## src/rtl/csa_sum_display_pkg.sv

```systemverilog
// Shared types and constants for the carry-save-adder sum display: conversion FSM states,
// BCD payload layout and active-low 7-segment glyphs ({g,f,e,d,c,b,a}).
package csa_sum_display_pkg;

    localparam int unsigned SUM_W   = 6;
    localparam int unsigned NIB_W   = 4;
    localparam int unsigned BCD_W   = 2 * NIB_W;
    localparam int unsigned CNT_W   = 3;
    localparam int unsigned IDX_W   = 2;
    localparam int unsigned AN_W    = 4;
    localparam int unsigned SEG_W   = 7;

    typedef enum logic [1:0] {
        ST_IDLE  = 2'd0,
        ST_SHIFT = 2'd1,
        ST_DONE  = 2'd2
    } conv_state_e;

    typedef struct packed {
        logic [NIB_W-1:0] tens;
        logic [NIB_W-1:0] ones;
    } bcd_t;

    localparam logic [SEG_W-1:0] SEG_0     = 7'b1000000;
    localparam logic [SEG_W-1:0] SEG_1     = 7'b1111001;
    localparam logic [SEG_W-1:0] SEG_2     = 7'b0100100;
    localparam logic [SEG_W-1:0] SEG_3     = 7'b0110000;
    localparam logic [SEG_W-1:0] SEG_4     = 7'b0011001;
    localparam logic [SEG_W-1:0] SEG_5     = 7'b0010010;
    localparam logic [SEG_W-1:0] SEG_6     = 7'b0000010;
    localparam logic [SEG_W-1:0] SEG_7     = 7'b1111000;
    localparam logic [SEG_W-1:0] SEG_8     = 7'b0000000;
    localparam logic [SEG_W-1:0] SEG_9     = 7'b0010000;
    localparam logic [SEG_W-1:0] SEG_BLANK = 7'b1111111;

    localparam logic [AN_W-1:0] AN_DIGIT0 = 4'b1110;
    localparam logic [AN_W-1:0] AN_DIGIT1 = 4'b1101;
    localparam logic [AN_W-1:0] AN_OFF    = 4'b1111;

    // Double-dabble correction: a nibble that would reach 10+ after doubling gets +3 first.
    function automatic logic [NIB_W-1:0] dd_adjust(input logic [NIB_W-1:0] nib);
        return (nib >= 4'd5) ? nib + 4'd3 : nib;
    endfunction

endpackage

```

## src/rtl/csa_sum_display_seg7_decoder.sv

```systemverilog
// Combinational BCD nibble to active-low 7-segment pattern; codes 10-15 blank the digit.
module csa_sum_display_seg7_decoder
    import csa_sum_display_pkg::*;
(
    input  logic [NIB_W-1:0] bcd_in,
    output logic [SEG_W-1:0] seg_c
);

    always_comb begin
        seg_c = SEG_BLANK;
        case (bcd_in)
            4'd0:    seg_c = SEG_0;
            4'd1:    seg_c = SEG_1;
            4'd2:    seg_c = SEG_2;
            4'd3:    seg_c = SEG_3;
            4'd4:    seg_c = SEG_4;
            4'd5:    seg_c = SEG_5;
            4'd6:    seg_c = SEG_6;
            4'd7:    seg_c = SEG_7;
            4'd8:    seg_c = SEG_8;
            4'd9:    seg_c = SEG_9;
            default: seg_c = SEG_BLANK;
        endcase
    end

endmodule

```

## src/rtl/csa_sum_display.sv

```systemverilog
// Captures the 6-bit adder sum on a strobe, converts it to two BCD digits with a sequential
// double-dabble engine and scans the result onto the Basys3 4-digit multiplexed display.
module csa_sum_display
    import csa_sum_display_pkg::*;
#(
    parameter int unsigned REFRESH_DIV = 100000
) (
    input  logic             clk,
    input  logic             reset,
    input  logic [SUM_W-1:0] sum_in,
    input  logic             sum_valid,
    output logic             busy,
    output logic [BCD_W-1:0] bcd_out,
    output logic [AN_W-1:0]  an,
    output logic [SEG_W-1:0] seg,
    output logic             dp
);

    localparam int unsigned REF_W = (REFRESH_DIV > 2) ? $clog2(REFRESH_DIV) : 1;
    localparam int unsigned SH_W  = BCD_W + SUM_W;

    conv_state_e       state_q, state_d;
    logic [SUM_W-1:0]  shreg_q, shreg_d;
    bcd_t              scratch_q, scratch_d;
    logic [CNT_W-1:0]  count_q, count_d;
    logic              busy_q, busy_d;
    bcd_t              bcd_q, bcd_d;

    logic [REF_W-1:0]  refresh_q, refresh_d;
    logic [IDX_W-1:0]  idx_q, idx_d;
    logic [AN_W-1:0]   an_q, an_d;
    logic [SEG_W-1:0]  seg_q, seg_d;

    bcd_t              adj;
    logic [SH_W-1:0]   shifted;
    logic              wrap;
    logic [NIB_W-1:0]  dec_nib;
    logic [SEG_W-1:0]  dec_seg_c;

    // Conversion FSM: capture, six adjust-and-shift steps, then publish.
    always_comb begin
        state_d   = state_q;
        shreg_d   = shreg_q;
        scratch_d = scratch_q;
        count_d   = count_q;
        busy_d    = busy_q;
        bcd_d     = bcd_q;
        adj       = '0;
        shifted   = '0;

        case (state_q)
            ST_IDLE: begin
                if (sum_valid) begin
                    shreg_d   = sum_in;
                    scratch_d = '0;
                    count_d   = '0;
                    busy_d    = 1'b1;
                    state_d   = ST_SHIFT;
                end
            end
            ST_SHIFT: begin
                adj.tens  = dd_adjust(scratch_q.tens);
                adj.ones  = dd_adjust(scratch_q.ones);
                shifted   = {adj, shreg_q} << 1;
                scratch_d = shifted[SH_W-1:SUM_W];
                shreg_d   = shifted[SUM_W-1:0];
                count_d   = count_q + CNT_W'(1);
                if (count_q == CNT_W'(SUM_W - 1)) begin
                    state_d = ST_DONE;
                end
            end
            ST_DONE: begin
                bcd_d   = scratch_q;
                busy_d  = 1'b0;
                state_d = ST_IDLE;
            end
            default: begin
                busy_d  = 1'b0;
                state_d = ST_IDLE;
            end
        endcase
    end

    // Digit scan: slot advances on each refresh wrap; anodes and segments are registered.
    always_comb begin
        wrap      = (refresh_q == REF_W'(REFRESH_DIV - 1));
        refresh_d = wrap ? '0 : refresh_q + REF_W'(1);
        idx_d     = wrap ? idx_q + IDX_W'(1) : idx_q;
        dec_nib   = 4'hF;
        an_d      = AN_OFF;

        case (idx_q)
            2'd0: begin
                dec_nib = bcd_q.ones;
                an_d    = AN_DIGIT0;
            end
            2'd1: begin
                dec_nib = bcd_q.tens;
                an_d    = (bcd_q.tens == 4'd0) ? AN_OFF : AN_DIGIT1;
            end
            default: begin
                dec_nib = 4'hF;
                an_d    = AN_OFF;
            end
        endcase

        seg_d = dec_seg_c;
    end

    csa_sum_display_seg7_decoder u_dec (
        .bcd_in (dec_nib),
        .seg_c  (dec_seg_c)
    );

    always_ff @(posedge clk or posedge reset) begin
        if (reset) begin
            state_q   <= ST_IDLE;
            shreg_q   <= '0;
            scratch_q <= '0;
            count_q   <= '0;
            busy_q    <= 1'b0;
            bcd_q     <= '0;
            refresh_q <= '0;
            idx_q     <= '0;
            an_q      <= AN_OFF;
            seg_q     <= SEG_BLANK;
        end else begin
            state_q   <= state_d;
            shreg_q   <= shreg_d;
            scratch_q <= scratch_d;
            count_q   <= count_d;
            busy_q    <= busy_d;
            bcd_q     <= bcd_d;
            refresh_q <= refresh_d;
            idx_q     <= idx_d;
            an_q      <= an_d;
            seg_q     <= seg_d;
        end
    end

    assign busy    = busy_q;
    assign bcd_out = bcd_q;
    assign an      = an_q;
    assign seg     = seg_q;
    assign dp      = 1'b1;

endmodule
```

## config.mk

```make
export PLATFORM = sky130hd
export DESIGN_NAME = csa_sum_display
export DESIGN_NICKNAME = d
export VERILOG_FILES = /design/src/rtl/csa_sum_display_pkg.sv /design/src/rtl/csa_sum_display_seg7_decoder.sv /design/src/rtl/csa_sum_display.sv
export SDC_FILE = /design/constraint.sdc
export NUM_CORES = 1
export LEC_CHECK = 0
export CAP_MARGIN = 10
export CORE_ASPECT_RATIO = 1.2
export CORE_MARGIN = 4
export CORE_UTILIZATION = 62
export CTS_CLUSTER_SIZE = 25
export DETAILED_ROUTE_END_ITERATION = 10
export DONT_BUFFER_PORTS = 1
export PLACE_DENSITY = 0.9
export SYNTH_ARGS = -nofsm -noshare
export SYNTH_HDL_FRONTEND = slang
export SYNTH_SLANG_ARGS = --single-unit
export TNS_END_PERCENT = 1
```

## constraint.sdc

```tcl
create_clock -name clk -period 2.65 [get_ports clk]
set_clock_uncertainty 0.15 [all_clocks]
set_input_delay 0.53 -clock clk [delete_from_list [all_inputs] [get_ports clk]]
set_output_delay 0.53 -clock clk [all_outputs]
set_load 0.02 [all_outputs]
```

After elaboration in Yosys (flattened, before gate mapping)
Memories as Yosys holds them, arrays and structs flattened. A register that Yosys moved wholly into a read port is not among the register bits.
Cells that the tools add are included.
Word-level totals
  bits in registers: 51
  memory bits (read-only): 112
  output and inout port bits: 21
  logic and storage cells: 51
  memories: 1
Operators by class
  add/sub/neg operators: 5
  $lt $le $gt $ge: 2
  equal/unequal tests: 7
  muxes and demuxes: 17
  bitwise logic cells: 1
  reduce and logical (&&, ||, !) cells: 7
Memory list
  (no name shown): depth 16, bits a word 7, rd ports 1, clocked after memory_dff 1, write ports 0, RTL line csa_sum_display_seg7_decoder.sv:11  | case (bcd_in)
Operators by type and width (count)
  $add A17 B1 Y17 const B: 1
  $eq A17 B17 Y1 const B: 1
  $mux W17: 1
  $pmux W8 S2: 1
  $pmux W6 S2: 1
  $ge A4 B3 Y1 const B: 2
  $mux W8: 1
  $pmux W2 S2: 2
  $pmux W4 S2: 1
  $mux W2: 3
  $mux W3: 2
  $mux W6: 1
  $pmux W3 S2: 1
  $reduce_and A2 Y1: 3
  $add A4 B2 Y4 const B: 1
  $eq A2 B1 Y1 const B: 2
  $logic_not A2 Y1: 2
  $logic_not A4 Y1: 1
  $mux W4: 1
  $ne A2 B2 Y1 const B: 2
  $add A3 B1 Y3 const B: 1
  $add A3 B2 Y3 const B: 1
  $eq A3 B3 Y1 const B: 1
  $add A2 B1 Y2 const B: 1
  other kinds (5): 5

Depth between registers and ports, before layout
Gate-level depths: netlist of run 1.
  depth after elaboration: 3
  mapped depth: 9
  gate-level depth less buffers: 8

Modules after synthesis
Synthesis of run 1 repeated with hierarchy kept, for this count alone.
Second synthesis, totals
  cell total of the unflattened synthesis: 264
  area total of the unflattened synthesis: 2741.4 µm²
By module, submodules not included
  csa_sum_display: instances 1, cells each 233, area an instance 2541.2 µm²
  csa_sum_display_seg7_decoder: instances 1, cells each 31, area an instance 200.2 µm²

Worst setup path before layout of run 1
No wires, ideal clock.
  path type: reg-to-reg
  start: register idx_q[1]
  end: register seg_q[1] (netlist: seg[1])
  setup time: 79 ps
  arrival time: 1692 ps
  setup slack: 729 ps
  stages on the path, launching flop included: 9
  period minus slack after synthesis: 1921 ps
  path through: dfrtp_1 inv_1 ha_1 buf_2 nor2_1 a221o_1 inv_1 ha_1 o21ai_0
On the way
  longest elaborated chain between the ends: 2
  elaborated cells between the ends (all ways): 3
  those cells by class: eq/ne (1); mux (1); reduce/logical (1)
RTL lines
  start, declared: RTL line csa_sum_display.sv:30  | logic [IDX_W-1:0] idx_q, idx_d;
  start signal, assigned: RTL line csa_sum_display.sv:135  | idx_q <= idx_d;
  $eq A2 B1 Y1 or $logic_not A2 Y1 (tied branches): RTL line csa_sum_display.sv:92  | case (idx_q)
  $pmux W4 S2 (*): RTL line csa_sum_display.sv:92
  end, declared: RTL line csa_sum_display.sv:32  | logic [SEG_W-1:0] seg_q, seg_d;
Mark *: on every way between the ends. The rest lies on a longest branch, timed or not.
A chain may end at the register's enable or synchronous reset.

Worst setup path after layout of run 1
  start: register idx_q[1]
  end: register seg_q[0] (netlist: seg[0])
The elaborated chain is that of the path after synthesis.

==> flow_summary.ini, run 1 <==
[critical_path]
timing.critical_path.slowest_cell_delay_ns = 0.61
timing.setup.critical_path_class = reg2reg
slowest_stage = a221oi_1
cp-start-kind = flip-flop
timing.critical_path.to_type = flip-flop
wp_data_required_ns = 2.75
crit_arrival_ns = 2.26
worst-path-max-fanout = 8
cp_cell_instances = inv_1, ha_1, nor2_1, a221oi_1, nand4_1, nand3_1

[placed_design]
dp.final_hpwl_um = 3442
place_congestion = 0.7904
port_buffers = 0

[clock_network]
cts_setup_buffers = 0
clock_tree_from_tritoncts = done
cts_hold_buf = 1
cts.reportedPaths.clkPinSlew_ns = 0.11
tritoncts.num_buffers = 5
clockBufferDepth = 2
h_tree_depth = 2
cts_resized = 0
cts.sinks = 56
worst_skew_pair.late_latency_ns = 0.31
clock-root-buffer = clkbuf_8

[synth]
netlist_area_mm2 = 0.002698
ys_warn_count = 0
ys.flop_type = dfrtp_1
asyncSetResetFlopFracSynth = 1.000
synth_edf_count = 0
synthDistinctLibCells = 42
postSynthRegisterBits = 56
syn_inst = 250
synthXorXnorAreaFrac = 0.05844
synth_top_family_by_area = simple AND/OR/NAND/NOR gates
synth-adder-area-share = 0.06030
synth_sequential_area_ratio = 0.5237
synth-simple-area-share = 0.1609
avgSynthCellArea_um2 = 10.79
yosysTopAreaCellShare = 0.4360
synth-compound-area-share = 0.1067
largest_area_contributor_in_the_synthesized_netlist = dfrtp_1
ys_top_cells_by_area = dfrtp_1, dfstp_2, ha_1
multiplexer_share_of_the_synthesized_area = 0.04314

[die]
initial_core_util = 0.6379
die_height_um = 80.26
design.core.area_mm2 = 0.004229
floorplan.die_area_mm2 = 0.005475
ios = 30
floorplan.rows = 26
die_width_um = 68.22

[power]
ir_worst_vdd_mv = 0.5883
total_power_w = 0.002706
pwr_density_cell_mw_per_mm2 = 952.6
p_leak_nw = 1.304

[timing]
clock.fmax_ghz = 0.4638
finalSetupViolations = 0
period_share = 0.8137
timing.final.crit_period_ns = 2.156
finalSetupTns_ns = 0
maxSlewViolCount = 0
worst_max_slew_margin_expressed_relative_to_the_limit = 0.5223
rsz0062_at_grt = no
hold_viol_final = 0
timing_worst_slew_pin_value_ns = 0.7166

[cells_and_area]
finish.utilization = 0.6716
multi_input_area_mm2 = 0.001170
storage_element_area_mm2 = 0.001413
layout.nets = 274
n_antenna_cell = 0
area.growth.synth_to_final_pct = 5.287
drive_gt1_frac = 0.1265
fill_cells = 323
commonest_non_fill_non_tap_cells_in_the_layout = dfrtp_1, nand2_1, o21ai_0
final_common_cell = dfrtp_1

[detailed_routing]
routed-via-count = 1822
drtAntennaViolNets = 0
drt_first_iter_violations = 91
drc = 0
post_drt_via_cell_ratio = 5.896
total_detailed_routing_wirelength_um = 4536
routed_wire_length_per_instance_um = 14.68
detailedRoute.firstPassIterationCount = 4

[grt]
global_route_wire_length_before_repair_um = 8107
grt_start_max_net_pins = 26
grt_overflow = 0
grt_pass1_vias = 1827
initial_antenna_violation_count = 0
grtUsageTotal = 0.1957

[outcome]
run_status = finished, final reports clean

[job]
max_capacitance_violation_total = 0

[worst_hold_path]
min_path_type = in2reg
## sequential cells by signal, indices dropped and copies added, names as in the netlist
signal and count:
busy 1, scratch_q 8, shreg_q 6, seg 7, an 2, bcd_out 8, refresh_q 17, state_q 2
count_q 3, idx_q 2
## power breakdown
group | internal (W) | leakage [nW] | switching [W] | total, W
sequential | 0.00111 | 0.705 | 0.000310 | 0.00142
clock | 0.000195 | 0.0491 | 0.000285 | 0.000480
combinational | 0.000354 | 0.550 | 0.000456 | 0.000809
## synthesized netlist by cell type (2+ instances only)
master / count
nor2_1: 13
clkbuf_1: 5
nand2b_1: 3
and4_1: 4
a21oi_1: 6
buf_4: 4
nand4_1: 6
buf_2: 2
nand2_1: 26
a221o_1: 4
nor3_1: 5
mux2i_1: 6
and3_1: 2
a22o_1: 4
dfrtp_1: 47
inv_1: 14
xor2_1: 10
ha_1: 13
xnor2_1: 8
and2_1: 2
a31oi_1: 4
o21ai_0: 20
mux2_2: 5
dfstp_2: 9
nand3_1: 11
## critical path: cells and delay by family (launching register included)
kind / cells / cell delay [ns]
compound gates: 1 / 0.61
buf+inv: 1 / 0.10
flops: 1 / 0.39
simple gates: 3 / 0.53
fa+ha+maj: 1 / 0.32
## final timing paths
| path | start | to | depth (start not counted) | slack [ns] |
|---|---|---|---|---|
| setup / recovery | idx_q[1]$_DFFE_PP0N_ | seg[0]$_DFF_PP1_ | 6 | 0.49 |
| hold / removal | sum_valid | busy$_DFFE_PP0P_ | 2 | 0.24 |
| setup reg to reg | idx_q[1]$_DFFE_PP0N_ | seg[0]$_DFF_PP1_ | 6 | 0.49 |
| hold reg to reg | refresh_q[0]$_DFF_PP0_ | refresh_q[0]$_DFF_PP0_ | 1 | 0.33 |
| max in group asynchronous | reset | an[1]$_DFF_PP1_ | 3 | 1.13 |
| min in group asynchronous | reset | scratch_q[7]$_DFFE_PP0P_ | 2 | 0.54 |
## area by class of cell
| type | count | share of cell area |
|---|---|---|
| well taps | 56 | 0.02467 |
| inverters | 14 | 0.01850 |
| multi-input cells | 170 | 0.4119 |
| clock buffers | 5 | 0.02423 |
| repair buffers | 5 | 0.01410 |
| flip-flops and latches | 56 | 0.4974 |
| clock inverters | 3 | 0.009251 |
## metrics by stage
stage	hold slack, ns	std cells	worst slack [ns]	cell area [um^2]
5_1_grt	0.2228	309	0.2894	2840
4_1_cts	0.2173	309	0.5061	2840
2_1_floorplan	0.2918	252	0.6136	2705
6_report	0.2356	309	0.4938	2840
3_3_place_gp	0.3083	300	0.6771	2735
3_5_place_dp	0.3144	300	0.5504	2735
## cells by family (layout without fill, tap and decap cells)
logic type | Yosys count | count (layout)
and+or+nand+nor | 80 | 80
DFF | 56 | 56
AOI/OAI and AO/OA | 45 | 45
other | 1 | 3
muxes | 11 | 11
xor gates and xnor gates | 18 | 18
buffers and inverters | 26 | 27
adders and majority gates | 13 | 13
## layer usage
metal	global-route usage	up-vias	wire length, um
met4	0.06958	0	89
li1	-	880	-
met5	0	-	0
met2	0.3308	42	2343
met3	0.05734	10	272
met1	0.2324	890	1831
(Power assumes the default switching activity.)
==> run 2, diff against run 1 <==
==> constraint.sdc (replaced) <==
create_clock -name clk -period 2 [get_ports clk]
set_clock_uncertainty 0.15 [all_clocks]
set_input_delay 0.4 -clock clk [delete_from_list [all_inputs] [get_ports clk]]
set_output_delay 0.4 -clock clk [all_outputs]
set_load 0.02 [all_outputs]
==> run 2 against run 1 <==
Effect of this change:
- sequential power is 32% higher
- first-iteration DRC count is 8.8% lower
- hold slack worse by 0.14 ns
- combinational power is 42% higher
- critical path depth stayed put
- routed wire length is 7.3% higher
==> flow_summary.ini, run 2 (synthesized netlist as in run 1, its figures left out) <==
[cells_and_area]
area.growth.synth_to_final_pct = 10.34
regMostFlops = refresh_q
final_common_cell = dfrtp_1
drive_gt1_frac = 0.1699
commonest_non_fill_non_tap_cells_in_the_layout = dfrtp_1, nand2_1, o21ai_0, inv_1, nor2_1
fin_cells = 315
n_antenna_cell = 0
layout.nets = 280
design_area_mm2 = 0.002977
largest_register_ff_count = 17
fill_cells = 298

[die]
floorplan.die_area_mm2 = 0.005475
ios = 30
initial_core_util = 0.6379
floorplan.rows = 26
design.core.area_mm2 = 0.004229
die_height_um = 80.26
die_width_um = 68.22

[detailed_routing]
drt_first_iter_violations = 83
total_detailed_routing_wirelength_um = 4869
routed_wire_length_per_instance_um = 15.46
post_drt_via_cell_ratio = 5.889
drc = 0
drtAntennaViolNets = 0
routed-via-count = 1855
detailedRoute.firstPassIterationCount = 4

[timing]
worst_max_slew_margin_expressed_relative_to_the_limit = 0.6195
hold_viol_final = 0
rsz0062_at_grt = yes
period_share = 0.9571
clock.fmax_ghz = 0.5224
timing.final.crit_period_ns = 1.914
maxSlewViolCount = 0
finalSetupViolations = 0
timing_worst_slew_pin_value_ns = 0.5708

[critical_path]
timing.critical_path.to_type = flip-flop
wp_data_required_ns = 2.09
slowest_stage = a221o_1
timing.critical_path.slowest_cell_delay_ns = 0.41
timing.setup.critical_path_class = reg2reg
cp-start-kind = flip-flop
cp_cell_instances = inv_1, ha_2, buf_4, a221o_1, ha_1, o21ai_1
worst-path-buf-inv = 2
worst-path-max-fanout = 6
crit_family = compound AO/OA/AOI/OAI gates
crit_arrival_ns = 2.01

[power]
ir_worst_vdd_mv = 0.8497
pwr_density_cell_mw_per_mm2 = 1344
p_leak_nw = 1.367

[clock_network]
clock_tree_from_tritoncts = done
h_tree_depth = 2
tritoncts.num_buffers = 5
worst_skew_pair.late_latency_ns = 0.31
cts.reportedPaths.clkPinSlew_ns = 0.09
clock-root-buffer = clkbuf_8
clockBufferDepth = 2
cts.sinks = 56

[grt]
initial_antenna_violation_count = 0
grt_overflow = 0
grtUsageTotal = 0.1995
grt_start_max_net_pins = 37
global_route_wire_length_before_repair_um = 8135
grt_pass1_vias = 1920

[placed_design]
port_buffers = 0
place_congestion = 0.7942
numPlacedInstances = 305
dp.final_hpwl_um = 3459
dpl_cell_area_mm2 = 0.002785

[job]
max_capacitance_violation_total = 0

[outcome]
run_status = finished, final reports clean

[worst_hold_path]
min_path_type = in2reg
run 2: cell type report:
type	count	area (um^2)	area share
Tap cell	56	70.07	0.02354
Clock buffer	5	68.82	0.02312
Inverter	14	52.55	0.01765
Timing Repair Buffer	11	97.59	0.03279
Sequential cell	56	1413	0.4746
Clock inverter	3	90.09	0.03026
Multi-Input combinational cell	170	1185	0.3981
run 2: timing repair:
item                                   in CTS  in global routing
setup endpoints to repair                   1                  5
buffers inserted                            0                  1
gates resized for setup                     0                  7
pin swaps                                   1                  3
endpoints found under the hold margin      20                  0
hold buffers                                1                  0
run 2: per-stage QoR:
stage	util	worst slack (ns)	TNS [ns]	hold WS, ns	power, W
after global routing	0.7038	-0.04041	-0.1164	0.09270	0.004268
after global placement	0.6586	0.1732	0	0.1680	0.002902
after floorplan	-	0.07942	0	0.2918	0.002705
after detailed placement	0.6586	0.02270	0	0.1691	0.002996
after CTS	0.6985	0.01013	0	0.08127	0.003998
final	0.7038	0.08577	0	0.09817	0.004001
run 2: routing by layer:
layer,track usage,part of all wire,vias up
li1,-,-,879
met3,0.06993,0.060,11
met1,0.2183,0.41,912
met5,0,0,-
met2,0.3375,0.51,53
met4,0.09344,0.020,0
run 2: worst register-to-register path, delay by kind of cell (launching register included):
family,cells,cell delay (ns)
adder cells (fa/ha/maj),2,0.54
flip-flops,1,0.36
AO/OA/AOI/OAI,2,0.56
buffers and inverters,2,0.24
run 2: power by group:
group	switching (W)	internal [W]
clock network	0.000356	0.000625
logic	0.000648	0.000498
registers	0.000409	0.00146
total	0.00141	0.00259
run 2: path summary, 6_finish.rpt:
path | cells past startpoint | start | slack [ns] | end
worst max-delay path | 6 | idx_q[1]$_DFFE_PP0N_ | 0.09 | seg[1]$_DFF_PP1_
min in group asynchronous | 2 | reset | 0.40 | refresh_q[10]$_DFF_PP0_
worst max register to register | 6 | idx_q[1]$_DFFE_PP0N_ | 0.09 | seg[1]$_DFF_PP1_
worst min-delay path | 2 | sum_valid | 0.1 | busy$_DFFE_PP0P_
max in group asynchronous | 3 | reset | 0.70 | seg[1]$_DFF_PP1_
worst min register to register | 2 | shreg_q[5]$_DFFE_PP0P_ | 0.34 | shreg_q[5]$_DFFE_PP0P_
